===== config.mk =====
export PLATFORM = sky130hd
export DESIGN_NAME = branch_predictor
export DESIGN_NICKNAME = d
export VERILOG_FILES = /design/src/rtl/branch_predictor.sv
export SDC_FILE = /design/constraint.sdc
export NUM_CORES = 1
export LEC_CHECK = 0
export BUFFER_PORTS_ARGS = -buffer_cell sky130_fd_sc_hd__buf_2
export CAP_MARGIN = 5
export CORE_ASPECT_RATIO = 1.5
export CORE_UTILIZATION = 40
export CTS_BUF_LIST = sky130_fd_sc_hd__clkbuf_4
export DETAILED_ROUTE_END_ITERATION = 7
export GPL_TIMING_DRIVEN = 1
export PLACE_DENSITY_LB_ADDON = 0.3
export SKIP_LAST_GASP = 1
export SYNTH_ARGS = -nofsm -noshare
export SYNTH_HDL_FRONTEND = slang
export SYNTH_SLANG_ARGS = --single-unit

===== constraint.sdc =====
create_clock -name clk -period 11.4 [get_ports clk]
set_input_delay 1.14 -clock clk [delete_from_list [all_inputs] [get_ports clk]]
set_output_delay 1.14 -clock clk [all_outputs]
set_load 0.05 [all_outputs]

===== src/rtl/branch_predictor.sv =====
`default_nettype none
// ============================================================================
// Module      : branch_predictor
// Description : Direct-mapped branch target buffer with per-entry saturating
//               counters. It gives a same-cycle taken/target prediction for
//               the fetch PC and is trained by resolved branches from EX.
//               Optional update/miss statistics: BRANCH_PREDICTOR_STATS_EN.
// Revision    : 1.0 - initial release
// ============================================================================
module branch_predictor #(
    parameter int ADDR_W  = 16,
    parameter int ENTRIES = 16,
    parameter int CTR_W   = 2
) (
    input  logic              clk,
    input  logic              reset,
    input  logic [ADDR_W-1:0] pc,
    output logic              jump_pred,
    output logic [ADDR_W-1:0] jump_pred_adr,
    input  logic              upd_en,
    input  logic [ADDR_W-1:0] upd_pc,
    input  logic              upd_taken,
    input  logic [ADDR_W-1:0] upd_target,
    input  logic              upd_pred_taken,
    input  logic [ADDR_W-1:0] upd_pred_adr,
    output logic              upd_miss,
    input  logic              btb_clear,
    output logic [15:0]       stat_upd,
    output logic [15:0]       stat_miss
);

    localparam int IDX_W = $clog2(ENTRIES);
    localparam int TAG_W = ADDR_W - IDX_W;

    localparam logic [CTR_W-1:0] c_ctr_weak = CTR_W'(1) << (CTR_W - 1);
    localparam logic [CTR_W-1:0] c_ctr_max  = {CTR_W{1'b1}};
    localparam logic [CTR_W-1:0] c_ctr_min  = {CTR_W{1'b0}};

    // ------------------------------------------------------------------------
    // Entry storage
    // ------------------------------------------------------------------------
    logic [ENTRIES-1:0] r_valid;
    logic [TAG_W-1:0]   r_tag    [ENTRIES];
    logic [ADDR_W-1:0]  r_target [ENTRIES];
    logic [CTR_W-1:0]   r_ctr    [ENTRIES];

    // ------------------------------------------------------------------------
    // Fetch-side lookup
    // ------------------------------------------------------------------------
    logic [IDX_W-1:0]  w_lk_idx;
    logic [TAG_W-1:0]  w_lk_tag;
    logic              w_lk_hit;
    logic [ADDR_W-1:0] w_pc_inc;

    assign w_lk_idx = pc[IDX_W-1:0];
    assign w_lk_tag = pc[ADDR_W-1:IDX_W];
    assign w_lk_hit = r_valid[w_lk_idx] && (r_tag[w_lk_idx] == w_lk_tag);
    assign w_pc_inc = pc + ADDR_W'(1);

    assign jump_pred     = w_lk_hit && r_ctr[w_lk_idx][CTR_W-1];
    assign jump_pred_adr = jump_pred ? r_target[w_lk_idx] : w_pc_inc;

    // ------------------------------------------------------------------------
    // Resolution-side miss detection
    // ------------------------------------------------------------------------
    logic w_dir_miss;
    logic w_tgt_miss;

    assign w_dir_miss = (upd_taken != upd_pred_taken);
    assign w_tgt_miss = upd_taken && (upd_target != upd_pred_adr);
    assign upd_miss   = upd_en && (w_dir_miss || w_tgt_miss);

    // ------------------------------------------------------------------------
    // Training decode
    // ------------------------------------------------------------------------
    logic [IDX_W-1:0] w_up_idx;
    logic [TAG_W-1:0] w_up_tag;
    logic             w_up_hit;
    logic             w_up_ok;
    logic             w_wr_hit;
    logic             w_wr_alloc;
    logic [CTR_W-1:0] w_cur_ctr;
    logic [CTR_W-1:0] w_nxt_ctr;

    assign w_up_idx = upd_pc[IDX_W-1:0];
    assign w_up_tag = upd_pc[ADDR_W-1:IDX_W];
    assign w_up_hit = r_valid[w_up_idx] && (r_tag[w_up_idx] == w_up_tag);

    // A bulk clear drops any update issued in the same cycle.
    assign w_up_ok    = upd_en && !btb_clear;
    assign w_wr_hit   = w_up_ok && w_up_hit;
    assign w_wr_alloc = w_up_ok && !w_up_hit && upd_taken;

    assign w_cur_ctr = r_ctr[w_up_idx];

    always_comb begin
        w_nxt_ctr = w_cur_ctr;
        if (upd_taken) begin
            if (w_cur_ctr != c_ctr_max) begin
                w_nxt_ctr = w_cur_ctr + CTR_W'(1);
            end
        end else begin
            if (w_cur_ctr != c_ctr_min) begin
                w_nxt_ctr = w_cur_ctr - CTR_W'(1);
            end
        end
    end

    // ------------------------------------------------------------------------
    // Valid bits and counters (reset state)
    // ------------------------------------------------------------------------
    always_ff @(posedge clk) begin
        if (reset) begin
            r_valid <= '0;
            for (int i = 0; i < ENTRIES; i++) begin
                r_ctr[i] <= c_ctr_min;
            end
        end else if (btb_clear) begin
            r_valid <= '0;
        end else if (w_wr_hit) begin
            r_ctr[w_up_idx] <= w_nxt_ctr;
        end else if (w_wr_alloc) begin
            r_valid[w_up_idx] <= 1'b1;
            r_ctr[w_up_idx]   <= c_ctr_weak;
        end
    end

    // ------------------------------------------------------------------------
    // Tags and targets carry no reset; valid bits guard them.
    // ------------------------------------------------------------------------
    always_ff @(posedge clk) begin
        if (!reset) begin
            if (w_wr_alloc) begin
                r_tag[w_up_idx]    <= w_up_tag;
                r_target[w_up_idx] <= upd_target;
            end else if (w_wr_hit && upd_taken) begin
                r_target[w_up_idx] <= upd_target;
            end
        end
    end

    // ------------------------------------------------------------------------
    // Statistics
    // ------------------------------------------------------------------------
`ifdef BRANCH_PREDICTOR_STATS_EN
    localparam logic [15:0] c_stat_max = 16'hFFFF;

    logic [15:0] r_stat_upd;
    logic [15:0] r_stat_miss;

    // Counters keep running across btb_clear; only reset zeroes them.
    always_ff @(posedge clk) begin
        if (reset) begin
            r_stat_upd  <= '0;
            r_stat_miss <= '0;
        end else begin
            if (upd_en && (r_stat_upd != c_stat_max)) begin
                r_stat_upd <= r_stat_upd + 16'd1;
            end
            if (upd_miss && (r_stat_miss != c_stat_max)) begin
                r_stat_miss <= r_stat_miss + 16'd1;
            end
        end
    end

    assign stat_upd  = r_stat_upd;
    assign stat_miss = r_stat_miss;
`else
    assign stat_upd  = 16'h0000;
    assign stat_miss = 16'h0000;
`endif

endmodule
`default_nettype wire


==> results of run 1 <==
state kept, by name (all words and copies together) (netlist names):
name      count
r_tag       192
r_valid      16
r_ctr        32
r_target    256
metal layers:
layer | wire, um | vias up | share of wire
li1 | - | 5442 | -
met1 | 22300 | 6685 | 0.38
met2 | 30970 | 482 | 0.53
met3 | 3057 | 97 | 0.053
met4 | 1616 | 2 | 0.028
met5 | 11 | - | 0.00019
power by group:
| group | internal, mW | switching [mW] |
|---|---|---|
| Sequential | 2.01 | 0.00462 |
| Clock | 0.655 | 0.673 |
| Combinational | 0.123 | 0.202 |
kinds of logic (layout without fill, tap and decap cells):
family                     Yosys count  in the layout  share of synthesized area
adders and majority gates            3              3                   0.001425
AOI/OAI and AO/OA                   95             95                    0.02944
other                                1             34                  0.0001643
muxes                              262            262                     0.2210
and+or+nand+nor                    218            218                    0.04983
DFF                                496            496                     0.6455
xor gates and xnor gates            51             51                    0.01957
buffers and inverters              130            334                    0.03311
worst paths after layout:
check / startpoint / end / cells after the start
worst max register to register: r_tag[2][2] / r_tag[8][10] / 10
worst min-delay path: r_valid[7] / r_valid[7] / 2
worst max-delay path: pc[0] / jump_pred_adr[6] / 10
worst min register to register: r_valid[7] / r_valid[7] / 2
cell usage in the layout (no fill, tap or decap), types with 8 or more instances in the layout:
cell      instances
o21ai_0          15
mux2_4            9
nor3b_2          10
mux4_2          189
clkinv_1         26
o21bai_1         16
buf_4            38
edfxtp_1        480
conb_1           32
mux2i_1          55
nor3_1           19
xor2_1           13
clkbuf_4        157
mux2_2            9
a22oi_1          15
nand4_1           8
buf_2            84
dfxtp_1          16
and3_1           11
inv_1            18
a21oi_1          13
nand3_1          20
nand2_1          65
nor2_1           38
xnor2_1          38
metrics by stage:
step / instance area [um^2] / setup slack, ns / std cells
2_1_floorplan: 22940 / 5.861 / 1287
3_3_place_gp: 23980 / 5.090 / 2054
3_5_place_dp: 23980 / 5.073 / 2054
4_1_cts: 25330 / 5.076 / 2247
5_1_grt: 25330 / 4.839 / 2249
6_report: 25330 / 5.152 / 2249
layout make-up:
type	count	area, um^2	share of cell area
antenna	2	5.005	0.0001976
clock buffer	157	1179	0.04653
clock inverter	36	173.9	0.006865
inverter	18	67.56	0.002667
multi-input combinational	661	7508	0.2964
sequential	496	14730	0.5816
tap	756	945.9	0.03734
timing repair buffer	123	719.4	0.02840
tightest hold or removal path: stages, from the launching register on:
cell	delay (ns)
dfxtp_1	0.32
nand2_1	0.06
o31ai_1	0.06
==> impl_results.md, run 1 <==
- CP Max Fanout: 55
- Yosys warning count: 0
- Peak supply drop: 0.05475 mV
- Synth-to-layout area growth: 10.98%
- RSZ-0062 raised after global routing: false
- Worst-Margin Slew: 1.116 ns
- Crit path top cell by count: mux4_2
- WHS: 0.4807 ns
- CP Buf/Inv Count: 3
- CP top delay family: multiplexers
- Final antenna-violating net count: 0
- TritonCTS Buffers: 109
- Final Skew: 0.06135 ns
- Post-synth top area cell: edfxtp_1
- MaxCap Viol Count: 0
- Global Route Usage Sum: 0.2048
- Filler cell count in the final layout: 4894
- Core area: 56100 um^2
- Number of synthesized flops with an enable pin: 480
- CTS Root Cell: clkbuf_4
- Critical Path Sink Type: output pin
- M1 GR Usage: 0.2463
- Setup violations, final: 0
- Mapped Cells: 1256
- Buffers added on ports: 87
- Max-Slew Margin vs Limit: 0.2555
- Status: finished, final reports clean
- Main synth FF type: edfxtp_1
- Synth cell types: 56
- Post-synth top cells: 480 x edfxtp_1, 189 x mux4_2, 65 x nand2_1
- Layout cells sized above 1: 0.3555
- WS Path Type: primary input to output pin
- Pin count of the biggest net entering global routing: 70
- Routed vias/inst: 5.651
- DR pass1 iterations: 5
- Tcrit/Tclk final: 0.5481
- Worst Path Arrival: 5.11 ns
- Cell Area, Synth: 22830 um^2
- WL per Instance: 25.77 um
- Overall Power: 3.663 mW
- DR vias: 12708
- WP data required: 10.26 ns
- Nets: 1480
- Number of global-route vias before repair: 13459
- Final Hold Viols: 0
- Global-route wire length before repair: 86040 um
- Startpoint types: primary input
- Largest stage delay on the critical path: 0.68 ns
- Fin. max-slew vios: 0
- Ys async rst share: 0
- Initial Util: 0.4069
- Post-synthesis sequential area ratio: 0.6455
- FMAX: 0.1600 GHz
- Overflow after GRT: 0
- Final setup TNS: 0 ns
- Placer Congestion: 0.8349
- Hold Path Class: flop to flop
- Final core occ: 0.4516
- Row cnt: 106
- Die Wd: 197.0 um
- Initial DRC count: 1059
- Synth Register Bits: 496
- Worst-path cell chain: clkbuf_8 > buf_4 > mux4_2 > mux4_2 > xnor2_1 > nand4_1 > nor2_2 > nand4b_4 > mux2_4 > buf_2
- IO Pins: 120
- Post-CTS Setup Bufs: 0
- CTS tree: yes
- Clock Tree Buf Depth: 3
- Synth top area cells: edfxtp_1 63%, mux4_2 19%, mux2i_1 2.4%, xnor2_1 1.5%, dfxtp_1 1.4%
- M2 GR Usage: 0.3656
- Met3 GRT Util: 0.03227
- Post-Syn Area per Cell: 18.17 um^2
- # DRC: 0
- Flop2flop setup slack: 7.92 ns
- CTS resizes: 0
- Final WL: 57950 um
- Die area: 58040 um^2
- Power Density: 144.6 nW/um^2
- Pleak: 8.401 nW
- Clk slew on worst S/H paths: 0.07 ns
- CP max stage cell: buf_4
- Tmin final: 6.248 ns
- Clock latency on the worst-skew pair: 0.84 ns
- Dpl hpwl: 37030 um
- Top-count cell post-synth: edfxtp_1
- Clock sink total: 496
- Hold buffers post-CTS: 0
- Top Usage Layer GRT: met2
- Die Ht: 294.6 um
- H-tree Lvls: 3
- Post-synth top area share: 0.6315
- Initial antenna violation count: 3
(Power assumes the default switching activity.)
==> run 2, diff against run 1 <==
--- a/config.mk
+++ b/config.mk
@@ -5,6 +5,7 @@
 export SDC_FILE = /design/constraint.sdc
 export NUM_CORES = 1
 export LEC_CHECK = 0
+export ABC_AREA = 1
 export BUFFER_PORTS_ARGS = -buffer_cell sky130_fd_sc_hd__buf_2
 export CAP_MARGIN = 5
 export CORE_ASPECT_RATIO = 1.5
==> constraint.sdc (replaced) <==
create_clock -name clk -period 5.51 [get_ports clk]
set_input_delay 0.551 -clock clk [delete_from_list [all_inputs] [get_ports clk]]
set_output_delay 0.551 -clock clk [all_outputs]
set_load 0.05 [all_outputs]
==> run 2 against run 1 <==
Against the previous run:
- sequential share of layout area is 1.7 points lower
- die area is 3.1% higher
- power is 110% higher
- non-clock buffer count is 22 higher
- worst hold slack worse by 0.43 ns
- setup slack worse by 4.3 ns
- via count is 47% higher
- sequential cell count stayed put
- highest routed layer unchanged
==> impl_results.md, run 2 <==
- Status: finished, final reports clean
- Commonest non-fill, non-tap cell in the layout: nand2_1
- Max-Slew Margin vs Limit: 0.2170
- Biggest register: r_target
- Reg2reg end: r_tag[1][4]
- Clk slew on worst S/H paths: 0.07 ns
- Largest stage delay on the critical path: 0.74 ns
- Number of synthesized flops with an enable pin: 480
- Layout cells sized above 1: 0.1418
- Mapped Cells: 2384
- Crit path top cell by count: nor2_1
- Filler cell count in the final layout: 5457
- Main synth FF type: edfxtp_1
- Hold Path Cell Cnt: 1
- Die Ht: 299.1 um
- Initial DRC count: 1872
- Flop2flop setup slack: 2.70 ns
- Post-synth top cells: 564 x nand2_1, 480 x edfxtp_1, 313 x nor2_1
- Top flop regs: r_target x256, r_tag x192, r_ctr x32
- FF+latch area: 14730 um^2
- Initial antenna violation count: 9
- Ys async rst share: 0
- Area of the multi-input gates: 7557 um^2
- # DRC: 0
- Power Density: 296.0 nW/um^2
- Worst-path cell chain: buf_6 > buf_4 > ha_1 > inv_1 > nor2_1 > nand3_1 > nor2_1 > nand4_1 > nor3_1 > xor2_1 > nand2_1 > o21ai_1 > buf_2
- Synth-to-layout area growth: 10.97%
- WL per Instance: 21.17 um
- Top-count cell post-synth: nand2_1
- Worst r2r path cells: 16
- Row cnt: 108
- Peak supply drop: 0.1183 mV
- Buffers added on ports: 87
- Pin count of the biggest net entering global routing: 194
- Max FFs per register: 256
- Hold Startpoint: upd_target[3]
- Final Skew: 0.07431 ns
- Commonest cells after routing, fill and taps aside: 564 x nand2_1, 480 x edfxtp_1, 298 x nor2_1
- Cell Area, Synth: 23530 um^2
- Reg-to-Reg Start: r_tag[1][3]
- Routed vias/inst: 5.551
- Post-synth top area cell: edfxtp_1
- Initial Util: 0.4060
- Die Wd: 200.1 um
- CTS Root Cell: clkbuf_4
- Worst Path Arrival: 4.12 ns
- IO Pins: 120
- Dpl hpwl: 44170 um
- Core area: 57970 um^2
- Die area: 59830 um^2
- Overflow after GRT: 0
- Hold EP: r_target[6][3]
- Overall Power: 7.731 mW
- Tcrit/Tclk final: 0.8485
- DR pass1 iterations: 8
- Final setup TNS: 0 ns
- Clock latency on the worst-skew pair: 0.91 ns
- CTS tree: yes
- WHS: 0.05424 ns
- Clock Tree Buf Depth: 3
- Global-route wire length before repair: 105200 um
- WS Path Type: primary input to output pin
- Number of global-route vias before repair: 18169
- RSZ-0062 raised after global routing: false
- CP max stage cell: buf_4
- Pleak: 9.887 nW
- Post-Syn Area per Cell: 9.872 um^2
- Critical Path Sink Type: output pin
- Tmin final: 4.675 ns
- Setup violations, final: 0
- Worst-Margin Slew: 1.174 ns
- Yosys warning count: 0
- Global Route Usage Sum: 0.2377
- Final Hold Viols: 0
- Startpoint types: primary input
- Post-synthesis sequential area ratio: 0.6261
- Final antenna-violating net count: 0
- Synth cell types: 47
- Post-CTS Setup Bufs: 0
- FMAX: 0.2139 GHz
- DR vias: 18668
- Nets: 2572
- TritonCTS Buffers: 111
- Synth Register Bits: 496
- Hold Path Class: primary input to flop
- Clock sink total: 496
- H-tree Lvls: 3
- Synth top area cells: edfxtp_1 61%, nand2_1 9.0%, o21ai_0 5.8%, nor2_1 5.0%, inv_1 2.2%
- CP Max Fanout: 77
- MaxCap Viol Count: 0
- Final WL: 71200 um
- Fin. max-slew vios: 0
- WP data required: 4.96 ns
- Placer Congestion: 0.9165
- Post-synth top area share: 0.6125
## run 2: how the worst max path moves through the flow
stage / from / endpoint / slack (ns)
CTS: pc[0] / jump_pred_adr[14] / 1.0
floorplan: pc[1] / jump_pred_adr[10] / 2.12
global placement: pc[0] / jump_pred_adr[14] / 1.07
detailed placement: pc[0] / jump_pred_adr[14] / 0.99
finish: pc[0] / jump_pred_adr[14] / 0.83
global route: pc[0] / jump_pred_adr[14] / 0.63
## run 2: repair_timing
item / 4_1_cts / 5_1_grt
hold buffers: 1 / 0
endpoints found under the hold margin: 1 / 0
gates resized for setup: 0 / 0
## run 2: cell type report
type / instances / area share
clock buffer: 158 / 0.04542
tap: 770 / 0.03689
antenna: 5 / 0.0004791
clock inverter: 42 / 0.007570
sequential: 496 / 0.5642
inverter: 142 / 0.02079
multi-input combinational: 1605 / 0.2894
timing repair buffer: 145 / 0.03531
## run 2: critical path: cells and delay by family
family / cells / cell delay (ns)
compound gates: 1 / 0.09
xor+xnor: 1 / 0.38
fa+ha+maj: 1 / 0.31
buf+inv: 4 / 1.47
simple gates: 6 / 1.21
## run 2: cell families after synthesis
| logic type | after synthesis | synth area share |
|---|---|---|
| AO/OA/AOI/OAI | 521 | 0.1254 |
| buffers and inverters | 314 | 0.06082 |
| adder cells (fa/ha/maj) | 1 | 0.0005316 |
| flip-flops | 496 | 0.6261 |
| XOR/XNOR | 30 | 0.01116 |
| other | 1 | 0.0001593 |
| AND/OR/NAND/NOR | 1021 | 0.1758 |
## run 2: power breakdown
group / internal (mW) / switching [mW]
combinational: 0.191 / 0.585
sequential: 4.15 / 0.00880
clock: 1.34 / 1.46
## run 2: metrics by stage
stage,setup WS (ns),util,instance area (um^2),instances
4_1_cts,0.9960,0.4503,26100,3358
5_1_grt,0.6266,0.4505,26120,3363
6_report,0.8346,0.4505,26120,3363
2_1_floorplan,2.116,-,23650,2415
3_3_place_gp,1.071,0.4263,24710,3157
3_5_place_dp,0.9935,0.4263,24710,3157
## run 2: per-layer routing
layer | GRT usage | wire length [um] | vias up
li1 | - | - | 8505
met1 | 0.2790 | 26310 | 8927
met2 | 0.4016 | 35210 | 1008
met3 | 0.04748 | 6237 | 224
met4 | 0.1367 | 3419 | 4
met5 | 0 | 22 | -
==> run 3, diff against run 2 <==
--- a/config.mk
+++ b/config.mk
@@ -5,7 +5,7 @@
 export SDC_FILE = /design/constraint.sdc
 export NUM_CORES = 1
 export LEC_CHECK = 0
-export ABC_AREA = 1
+export ABC_AREA = 0
 export BUFFER_PORTS_ARGS = -buffer_cell sky130_fd_sc_hd__buf_2
 export CAP_MARGIN = 5
 export CORE_ASPECT_RATIO = 1.5
==> constraint.sdc (replaced) <==
create_clock -name clk -period 4.8 [get_ports clk]
set_input_delay 0.48 -clock clk [delete_from_list [all_inputs] [get_ports clk]]
set_output_delay 0.48 -clock clk [all_outputs]
set_load 0.05 [all_outputs]
==> run 3 against run 2 <==
Against the previous run:
- first-iteration DRC count decreased by 39%
- critical path depth decreased by 4
- routed wire length decreased by 17%
- final cell count decreased by 31%
- largest cell class unchanged
- largest power group unchanged
==> impl_results.md, run 3 (synthesis results as in run 1) <==
- Switching share of power: 0.2438
- M2 GR Usage: 0.3702
- Overflow after GRT: 0
- Worst-Margin Slew: 1.025 ns
- Row cnt: 106
- Met3 GRT Util: 0.03902
- Power Density: 345.3 nW/um^2
- Peak supply drop: 0.1700 mV
- Setup violations, final: 0
- Die area: 58040 um^2
- Clock Tree Buf Depth: 3
- Comb pwr share: 0.089
- IO Pins: 120
- Biggest register: r_target
- Startpoint types: primary input
- Area of the multi-input gates: 7508 um^2
- Commonest cells after routing, fill and taps aside: 480 x edfxtp_1, 189 x mux4_2, 160 x clkbuf_4
- Die Ht: 294.6 um
- WHS: 0.06889 ns
- RSZ-0062 raised after global routing: false
- Max-Slew Margin vs Limit: 0.3158
- Filler cell count in the final layout: 4836
- CTS Root Cell: clkbuf_4
- DR vias: 12920
- Clk slew on worst S/H paths: 0.07 ns
- Layout cells sized above 1: 0.3579
- Status: finished, final reports clean
- Top Usage Layer GRT: met2
- FF+latch area: 14730 um^2
- Commonest non-fill, non-tap cell in the layout: edfxtp_1
- Post-DP Area: 24110 um^2
- Final Skew: 0.08543 ns
- Top flop regs: r_target x256, r_tag x192, r_ctr x32
- Tcrit/Tclk final: 0.9175
- Flop pwr share: 0.536
- # DRC: 0
- P_int: 6.740 mW
- Placer Congestion: 0.8504
- Number of global-route vias before repair: 13569
- CP Max Fanout: 56
- Pin count of the biggest net entering global routing: 57
- Fin. max-slew vios: 0
- Core area: 56100 um^2
- Crit path top cell by count: buf_4
- M1 GR Usage: 0.2436
- DR pass1 iterations: 5
- CP max stage cell: buf_4
- TritonCTS Buffers: 116
- H-tree Lvls: 3
- Fin cells: 2306
- Clock network fraction of design power: 0.375
- Net switching power: 2.173 mW
- Global Route Usage Sum: 0.2081
- Tmin final: 4.404 ns
- Clock latency on the worst-skew pair: 0.85 ns
- Clock sink total: 496
- WS Path Type: primary input to output pin
- Max FFs per register: 256
- Place WS: 0.3793 ns
- MaxCap Viol Count: 0
- Design area: 25810 um^2
- Worst-path cell chain: buf_4 > buf_4 > mux4_2 > mux2i_1 > xnor2_1 > o31ai_1 > nand4b_4 > mux2_4 > buf_2
- Worst Path Arrival: 3.92 ns
- Final core occ: 0.4601
- Die Wd: 197.0 um
- Buffers added on ports: 87
- Cell count after placement: 2068
- Routed vias/inst: 5.603
- Dpl hpwl: 37110 um
- Initial DRC count: 1135
- Overall Power: 8.913 mW
- Critical Path Sink Type: output pin
- Post-CTS Setup Bufs: 0
- Pleak: 8.635 nW
- Final antenna-violating net count: 0
- Largest stage delay on the critical path: 0.69 ns
- Final WL: 59150 um
- Final setup TNS: 0 ns
- CTS resizes: 0
- Initial Util: 0.4069
- WL per Instance: 25.65 um
- Synth-to-layout area growth: 13.08%
- FMAX: 0.2271 GHz
- WP data required: 4.32 ns
- Nets: 1522
- CTS tree: yes
- Flop2flop setup slack: 1.55 ns
- Final WS setup: 0.3960 ns
- Global-route wire length before repair: 86930 um
- Hold Path Class: primary input to flop
- Initial antenna violation count: 5
- Hold buffers post-CTS: 21
- Final Hold Viols: 0
## run 3: changes by cell type in the layout (fill, tap and decap cells not counted), moves of 75 or more
cell and change:
nand3_1 -75, nor2_1 -260, nand2_1 -499, o21ai_0 -260
inv_1 -117, mux4_2 +189
## run 3: path summary, 6_finish.rpt
path | cells after the start | start | endpoint
max | 9 | pc[1] | jump_pred_adr[6]
min | 1 | upd_pc[4] | r_tag[9][0]
max reg2reg | 11 | r_tag[3][2] | r_tag[14][0]
min reg2reg | 2 | r_valid[4] | r_valid[4]
## run 3: critical path, delay by kind of cell
family | cells | cell delay [ns]
compound gates | 1 | 0.44
xor+xnor | 1 | 0.10
buf+inv | 3 | 1.42
mux | 3 | 0.98
simple gates | 1 | 0.46
## run 3: layer usage
layer,part of all wire,up-vias
met5,0.00061,-
met4,0.037,6
met3,0.058,149
met2,0.53,529
met1,0.37,6694
li1,-,5542
## run 3: power by group through the flow
stage                     logic, mW  clock network (mW)  registers, mW
after detailed placement      0.783                   0           4.87
final                         0.792                3.34           4.78
after global routing          0.839                3.63           4.78
after CTS                     0.799                3.43           4.78
after floorplan               0.561                   0           4.87
after global placement        0.774                   0           4.87
## run 3: area by class of cell
cell class              count  share of cell area
repair buffers            158             0.04106
multi-input cells         661              0.2909
clock buffers             160             0.04653
diodes                      2           0.0001939
well taps                 756             0.03665
flip-flops and latches    496              0.5708
clock inverters            55             0.01125
inverters                  18            0.002618
